**src/rtl/data_island_packet_scheduler_if.sv**
```systemverilog
`default_nettype none
// ============================================================================
//  Module      : data_island_packet_scheduler_if
//  Description : Bundles the audio-sample handshake, the packet-slot strobes
//                and the packet-selection results of the data-island packet
//                scheduler.
//                Audio sample words are two 24-bit lanes: [0]=left, [1]=right.
//  Modports    : master - producer/consumer side (drives slot strobes and
//                         samples, observes packet selection)
//                slave  - scheduler side
//  Revision    : 1.0 - initial release
// ============================================================================
interface data_island_packet_scheduler_if;
    logic              packet_enable;
    logic              video_field_end;
    logic              audio_sample_valid;
    logic              audio_sample_ready;
    logic [1:0][23:0]  audio_sample_word_in;
    logic [1:0][23:0]  audio_sample_word;
    logic [7:0]        packet_type;
    logic              sample_packet_enable;
    logic              acr_missed;

    modport master (
        output packet_enable, video_field_end, audio_sample_valid,
               audio_sample_word_in,
        input  audio_sample_ready, audio_sample_word, packet_type,
               sample_packet_enable, acr_missed
    );

    modport slave (
        input  packet_enable, video_field_end, audio_sample_valid,
               audio_sample_word_in,
        output audio_sample_ready, audio_sample_word, packet_type,
               sample_packet_enable, acr_missed
    );
endinterface
`default_nettype wire

```
**src/rtl/data_island_packet_scheduler.sv**
```systemverilog
`default_nettype none
// ============================================================================
//  Module      : data_island_packet_scheduler
//  Description : Chooses the content of every HDMI data-island packet slot.
//                Strict priority: ACR > audio sample > AVI InfoFrame >
//                Audio InfoFrame > null. Audio samples are buffered in a
//                small FIFO; ACR requests come from a free-running timer;
//                InfoFrame requests are raised once per video field.
//  Ports       : clk_pixel - sole clock (rising edge)
//                reset     - synchronous active-high reset
//                bus       - scheduler side of data_island_packet_scheduler_if
//                            (slot strobes, sample handshake, packet outputs)
//  Revision    : 1.0 - initial release
// ============================================================================
module data_island_packet_scheduler #(
    parameter int ACR_INTERVAL = 1024,
    parameter int FIFO_DEPTH   = 4
) (
    input  wire logic                    clk_pixel,
    input  wire logic                    reset,
    data_island_packet_scheduler_if.slave bus
);

    localparam int              TW         = $clog2(ACR_INTERVAL);
    localparam int              PW         = $clog2(FIFO_DEPTH);
    localparam logic [TW-1:0]   TIMER_LAST = TW'(ACR_INTERVAL - 1);
    localparam logic [PW:0]     FIFO_FULL  = (PW + 1)'(FIFO_DEPTH);

    localparam logic [7:0] TYPE_NULL   = 8'h00;
    localparam logic [7:0] TYPE_ACR    = 8'h01;
    localparam logic [7:0] TYPE_SAMPLE = 8'h02;
    localparam logic [7:0] TYPE_AVI    = 8'h82;
    localparam logic [7:0] TYPE_AIF    = 8'h84;

    typedef enum logic [2:0] {
        SEL_NONE   = 3'd0,
        SEL_NULL   = 3'd1,
        SEL_ACR    = 3'd2,
        SEL_SAMPLE = 3'd3,
        SEL_AVI    = 3'd4,
        SEL_AIF    = 3'd5
    } sel_t;

    logic [TW-1:0]     acr_timer;
    logic              acr_pending;
    logic              avi_pending;
    logic              aif_pending;
    logic              acr_missed_q;

    logic [1:0][23:0]  fifo_mem [FIFO_DEPTH];
    logic [PW-1:0]     wr_ptr;
    logic [PW-1:0]     rd_ptr;
    logic [PW:0]       count;

    logic [7:0]        packet_type_q;
    logic [1:0][23:0]  sample_word_q;
    logic              sample_pulse_q;

    sel_t              sel;
    logic [7:0]        sel_type;
    logic              timer_expire;
    logic              push;
    logic              pop;

    assign timer_expire = (acr_timer == TIMER_LAST);
    assign bus.audio_sample_ready = (count < FIFO_FULL) && !reset;
    assign push = bus.audio_sample_valid && bus.audio_sample_ready;
    assign pop  = (sel == SEL_SAMPLE);

    // Slot content decision; SEL_NONE means no slot this cycle.
    always_comb begin
        sel      = SEL_NONE;
        sel_type = TYPE_NULL;
        if (bus.packet_enable) begin
            if (acr_pending) begin
                sel      = SEL_ACR;
                sel_type = TYPE_ACR;
            end else if (count != '0) begin
                sel      = SEL_SAMPLE;
                sel_type = TYPE_SAMPLE;
            end else if (avi_pending) begin
                sel      = SEL_AVI;
                sel_type = TYPE_AVI;
            end else if (aif_pending) begin
                sel      = SEL_AIF;
                sel_type = TYPE_AIF;
            end else begin
                sel      = SEL_NULL;
                sel_type = TYPE_NULL;
            end
        end
    end

    // Storage array carries no reset; validity is tracked by count.
    always_ff @(posedge clk_pixel) begin
        if (push) begin
            fifo_mem[wr_ptr] <= bus.audio_sample_word_in;
        end
    end

    always_ff @(posedge clk_pixel) begin
        if (reset) begin
            acr_timer      <= '0;
            acr_pending    <= 1'b0;
            avi_pending    <= 1'b0;
            aif_pending    <= 1'b0;
            acr_missed_q   <= 1'b0;
            wr_ptr         <= '0;
            rd_ptr         <= '0;
            count          <= '0;
            packet_type_q  <= TYPE_NULL;
            sample_word_q  <= '0;
            sample_pulse_q <= 1'b0;
        end else begin
            acr_timer <= timer_expire ? '0 : acr_timer + 1'b1;

            // A new request at the same edge as a service outranks the clear.
            acr_pending <= timer_expire || (acr_pending && (sel != SEL_ACR));
            avi_pending <= bus.video_field_end || (avi_pending && (sel != SEL_AVI));
            aif_pending <= bus.video_field_end || (aif_pending && (sel != SEL_AIF));

            // A request being serviced on this very edge is not a miss.
            if (timer_expire && acr_pending && (sel != SEL_ACR)) begin
                acr_missed_q <= 1'b1;
            end

            if (push) begin
                wr_ptr <= wr_ptr + 1'b1;
            end
            if (pop) begin
                rd_ptr <= rd_ptr + 1'b1;
            end
            case ({push, pop})
                2'b10:   count <= count + 1'b1;
                2'b01:   count <= count - 1'b1;
                default: count <= count;
            endcase

            if (sel != SEL_NONE) begin
                packet_type_q <= sel_type;
            end
            if (pop) begin
                sample_word_q <= fifo_mem[rd_ptr];
            end
            sample_pulse_q <= pop;
        end
    end

    assign bus.packet_type          = packet_type_q;
    assign bus.audio_sample_word    = sample_word_q;
    assign bus.sample_packet_enable = sample_pulse_q;
    assign bus.acr_missed           = acr_missed_q;

endmodule
`default_nettype wire

```
**src/flat_wrapper.sv**
```systemverilog
// flat-port wrapper written by rule: the top's interface ports become plain ports
module data_island_packet_scheduler_flat 
#(
    parameter int ACR_INTERVAL = 1024,
    parameter int FIFO_DEPTH   = 4
)
  (clk_pixel, reset, bus_packet_enable, bus_video_field_end, bus_audio_sample_valid, bus_audio_sample_word_in, bus_audio_sample_ready, bus_audio_sample_word, bus_packet_type, bus_sample_packet_enable, bus_acr_missed);
  data_island_packet_scheduler_if bus_i ();
  input  wire logic clk_pixel;
  input  wire logic reset;
  input wire logic [$bits(bus_i.packet_enable)-1:0] bus_packet_enable;
  input wire logic [$bits(bus_i.video_field_end)-1:0] bus_video_field_end;
  input wire logic [$bits(bus_i.audio_sample_valid)-1:0] bus_audio_sample_valid;
  input wire logic [$bits(bus_i.audio_sample_word_in)-1:0] bus_audio_sample_word_in;
  output wire logic [$bits(bus_i.audio_sample_ready)-1:0] bus_audio_sample_ready;
  output wire logic [$bits(bus_i.audio_sample_word)-1:0] bus_audio_sample_word;
  output wire logic [$bits(bus_i.packet_type)-1:0] bus_packet_type;
  output wire logic [$bits(bus_i.sample_packet_enable)-1:0] bus_sample_packet_enable;
  output wire logic [$bits(bus_i.acr_missed)-1:0] bus_acr_missed;
  assign bus_i.packet_enable = bus_packet_enable;
  assign bus_i.video_field_end = bus_video_field_end;
  assign bus_i.audio_sample_valid = bus_audio_sample_valid;
  assign bus_i.audio_sample_word_in = bus_audio_sample_word_in;
  assign bus_audio_sample_ready = bus_i.audio_sample_ready;
  assign bus_audio_sample_word = bus_i.audio_sample_word;
  assign bus_packet_type = bus_i.packet_type;
  assign bus_sample_packet_enable = bus_i.sample_packet_enable;
  assign bus_acr_missed = bus_i.acr_missed;
  data_island_packet_scheduler #(.ACR_INTERVAL(ACR_INTERVAL), .FIFO_DEPTH(FIFO_DEPTH)) u_core (.clk_pixel(clk_pixel), .reset(reset), .bus(bus_i));
endmodule
```
**config.mk**
```make
export PLATFORM = sky130hd
export DESIGN_NAME = data_island_packet_scheduler_flat
export DESIGN_NICKNAME = d
export VERILOG_FILES = /design/src/rtl/data_island_packet_scheduler_if.sv /design/src/rtl/data_island_packet_scheduler.sv /design/src/flat_wrapper.sv
export SDC_FILE = /design/constraint.sdc
export NUM_CORES = 1
export LEC_CHECK = 0
export CORE_MARGIN = 4
export CORE_UTILIZATION = 34
export CTS_CLUSTER_SIZE = 24
export DETAILED_ROUTE_END_ITERATION = 6
export PLACE_DENSITY = 0.57
export SLEW_MARGIN = 15
export SYNTH_ARGS = -nofsm -noshare
export SYNTH_HDL_FRONTEND = slang
export SYNTH_SLANG_ARGS = --single-unit
```
**constraint.sdc**
```tcl
create_clock -name clk_pixel -period 4.53 [get_ports clk_pixel]
set_clock_uncertainty 0.1 [all_clocks]
set_input_delay 1.359 -clock clk_pixel [delete_from_list [all_inputs] [get_ports clk_pixel]]
set_output_delay 1.359 -clock clk_pixel [all_outputs]
set_load 0.01 [all_outputs]
```
==> results.md <==
* Synthesized area per cell at 19.4 sq um
* Slew headroom at 0.522
* Initial antenna violation count at 2
* Crit path DAT at 2.45 ns
* Fin. max-slew vios at 0
* Max IR drop VDD at 252 uV
* CP max FO at 2
* CTS Buffer Depth at 3
* Max stage delay on crit path at 0.55 ns
* Max cap viols at 0
* Final Worst Setup Slack at 0.621 ns
* Ports at 112
* Least-Margin Pin Slew at 0.717 ns
* Antenna cells at 0
* IO Port Bufs at 107
* DR WL/cell at 19.3 um
* Setup WS pre-CTS at 0.556 ns
* Leak at 3.93 nW
* DRT iter0 DRCs at 367
* Commonest cells after routing, fill and taps aside: edfxtp_1, clkdlybuf4s50_1, dfxtp_1
* Detailed-route via count at 4992
* Worst Setup Start Kind: input port
* Initial Util at 0.345
* EDFF count, synth at 192
* Worst-path clk slew at 0.06 ns
* Final WL at 19.7 mm
* H-tree level count at 1
* CP required at 3.07 ns
* DR DRC count at 0
* Critical Path End Type: output pin
* Final setup viols at 0
* Synth unique cells at 42
* Worst Hold Class: flop to flop
* Number of gates resized after cts at 0
* Post-DP HPWL at 11.8 mm
* FMAX at 0.256 GHz
* Layout cells sized above 1 at 0.185
* Slowest CP cell: clkdlybuf4s50_1
* Most used cell, CP: clkdlybuf4s50_1
* CTS tree: done
* Vias in the first global route at 5210
* Setup TNS at 0 ns
* FP Rows at 61
* First-pass GRT wire length at 30.2 mm
* Clk_lat worst skew at 0.53 ns
* Final #Nets at 681
* Final-report hold violation count at 0
* Die width at 176 um
* Post-Syn Area at 0.00961 sq mm
* Pin count of the biggest net entering global routing at 49
* Die footprint at 0.0310 sq mm
* Gr ovfl total at 0
* Post-DRT Antenna Nets at 0
* Final Wtd Congestion at 0.733
* Sequential area share after synthesis at 0.754
* Power per Cell Area at 539 mW/mm^2
* Crit path kind: input port to output pin
* Core Footprint at 0.0279 sq mm
* Hold-fix buffers at CTS at 0
* Minimum clock period at 3.91 ns
* Setup bufs post-CTS at 0
* Sink Count at 266
* Root buf cell: clkbuf_16
* Leading cell type in the layout, fill and taps excluded: edfxtp_1
* Mapped Cells at 496
* CTS Buf Count at 29
* RSZ-0062 raised after global routing: no
* Critical-path cell list: clkdlybuf4s50_1 -> nor2_1 -> clkdlybuf4s50_1
* Top_reg_cell synth: edfxtp_1
* Status: finished, final reports clean
* Period utilisation layout at 0.863
* Synth async-reset ratio at 0
* Area growth from synthesis to layout at 25.9%
* DR vias/cell at 4.89
* First-pass iteration count of the detailed router at 4
* Die Ht at 176 um
* Total track usage at 0.125
* Synth Warn # at 0
* Flops & latches, synth at 266
[synthesized netlist by cell type, types with 5 or more instances]
| cell | instances | area (sq um) |
|---|---|---|
| or3_1 | 5 | 31.3 |
| a21oi_1 | 10 | 50.1 |
| clkbuf_1 | 11 | 41.3 |
| inv_1 | 8 | 30.0 |
| edfxtp_1 | 192 | 5770 |
| ha_1 | 6 | 75.1 |
| dfxtp_1 | 74 | 1480 |
| mux4_2 | 48 | 1080 |
| buf_2 | 6 | 30.0 |
| nand2_1 | 6 | 22.5 |
| a22o_1 | 48 | 420 |
| nor2_1 | 14 | 52.6 |
| o21ai_0 | 6 | 30.0 |
| buf_4 | 9 | 67.6 |
[worst max-delay path, delay by kind of cell]
kind | cells | cell delay, ns
buffers and inverters | 2 | 0.97
AND/OR/NAND/NOR | 1 | 0.11
[cells by family after synthesis]
group | Yosys count | synth area share
other | 1 | 0.000390
adder cells (fa/ha/maj) | 7 | 0.00989
multiplexers | 50 | 0.115
XOR/XNOR | 6 | 0.00547
AO/OA/AOI/OAI | 78 | 0.0643
buffers and inverters | 38 | 0.0215
flip-flops | 266 | 0.754
AND/OR/NAND/NOR | 50 | 0.0299
[final cells by class]
type	count	area (sq um)
clock buffer	35	768
sequential	266	7250
tap	378	473
inverter	8	30.0
multi-input combinational	195	2180
timing repair buffer	121	1180
fill	2413	15800
clock inverter	18	221
[flip-flops by register name, summed over array words and instances, names as in the netlist, 2 cells and up]
name	cells
u_core.fifo_mem	192
u_core.bus.audio_sample_word	48
u_core.acr_timer	10
u_core.bus.packet_type	4
u_core.count	3
u_core.rd_ptr	2
u_core.wr_ptr	2
[power by group]
part	total [mW]	internal [mW]	switching, mW	leakage (nW)
Clock	2.38	1.48	0.896	0.467
Sequential	3.04	2.84	0.193	2.35
Combinational	1.10	0.627	0.477	1.12
Total	6.52	4.95	1.57	3.93
[worst paths after layout]
| path | from | end | slack, ns | cells past startpoint |
|---|---|---|---|---|
| setup reg to reg | u_core.count[2] | u_core.count[2] | 2.15 | 7 |
| hold / removal | u_core.bus.audio_sample_word[46] | u_core.bus.audio_sample_word[46] | 0.38 | 1 |
| setup / recovery | reset | bus_audio_sample_ready | 0.62 | 3 |
| hold reg to reg | u_core.bus.audio_sample_word[46] | u_core.bus.audio_sample_word[46] | 0.38 | 1 |
[through the flow]
stage / hold slack (ns) / util / instances / instance area [sq um] / power [mW]
CTS: 0.379 / 0.434 / 1021 / 12100 / 6.64
global placement: 0.346 / 0.399 / 968 / 11100 / 4.19
floorplan: 0.330 / - / 499 / 9620 / 3.73
finish: 0.379 / 0.434 / 1021 / 12100 / 6.52
detailed placement: 0.363 / 0.399 / 968 / 11100 / 4.22
global route: 0.392 / 0.434 / 1021 / 12100 / 6.83
[metal layers]
metal | share of wire | vias up | wire length (um) | track usage
met4 | 0.016 | 4 | 306 | 0.0299
met2 | 0.49 | 132 | 9650 | 0.209
met5 | 0.00097 | - | 19 | 0
met3 | 0.068 | 29 | 1330 | 0.0343
li1 | - | 2251 | - | -
met1 | 0.43 | 2576 | 8360 | 0.163
No activity file was read; power rests on OpenSTA's default activity.
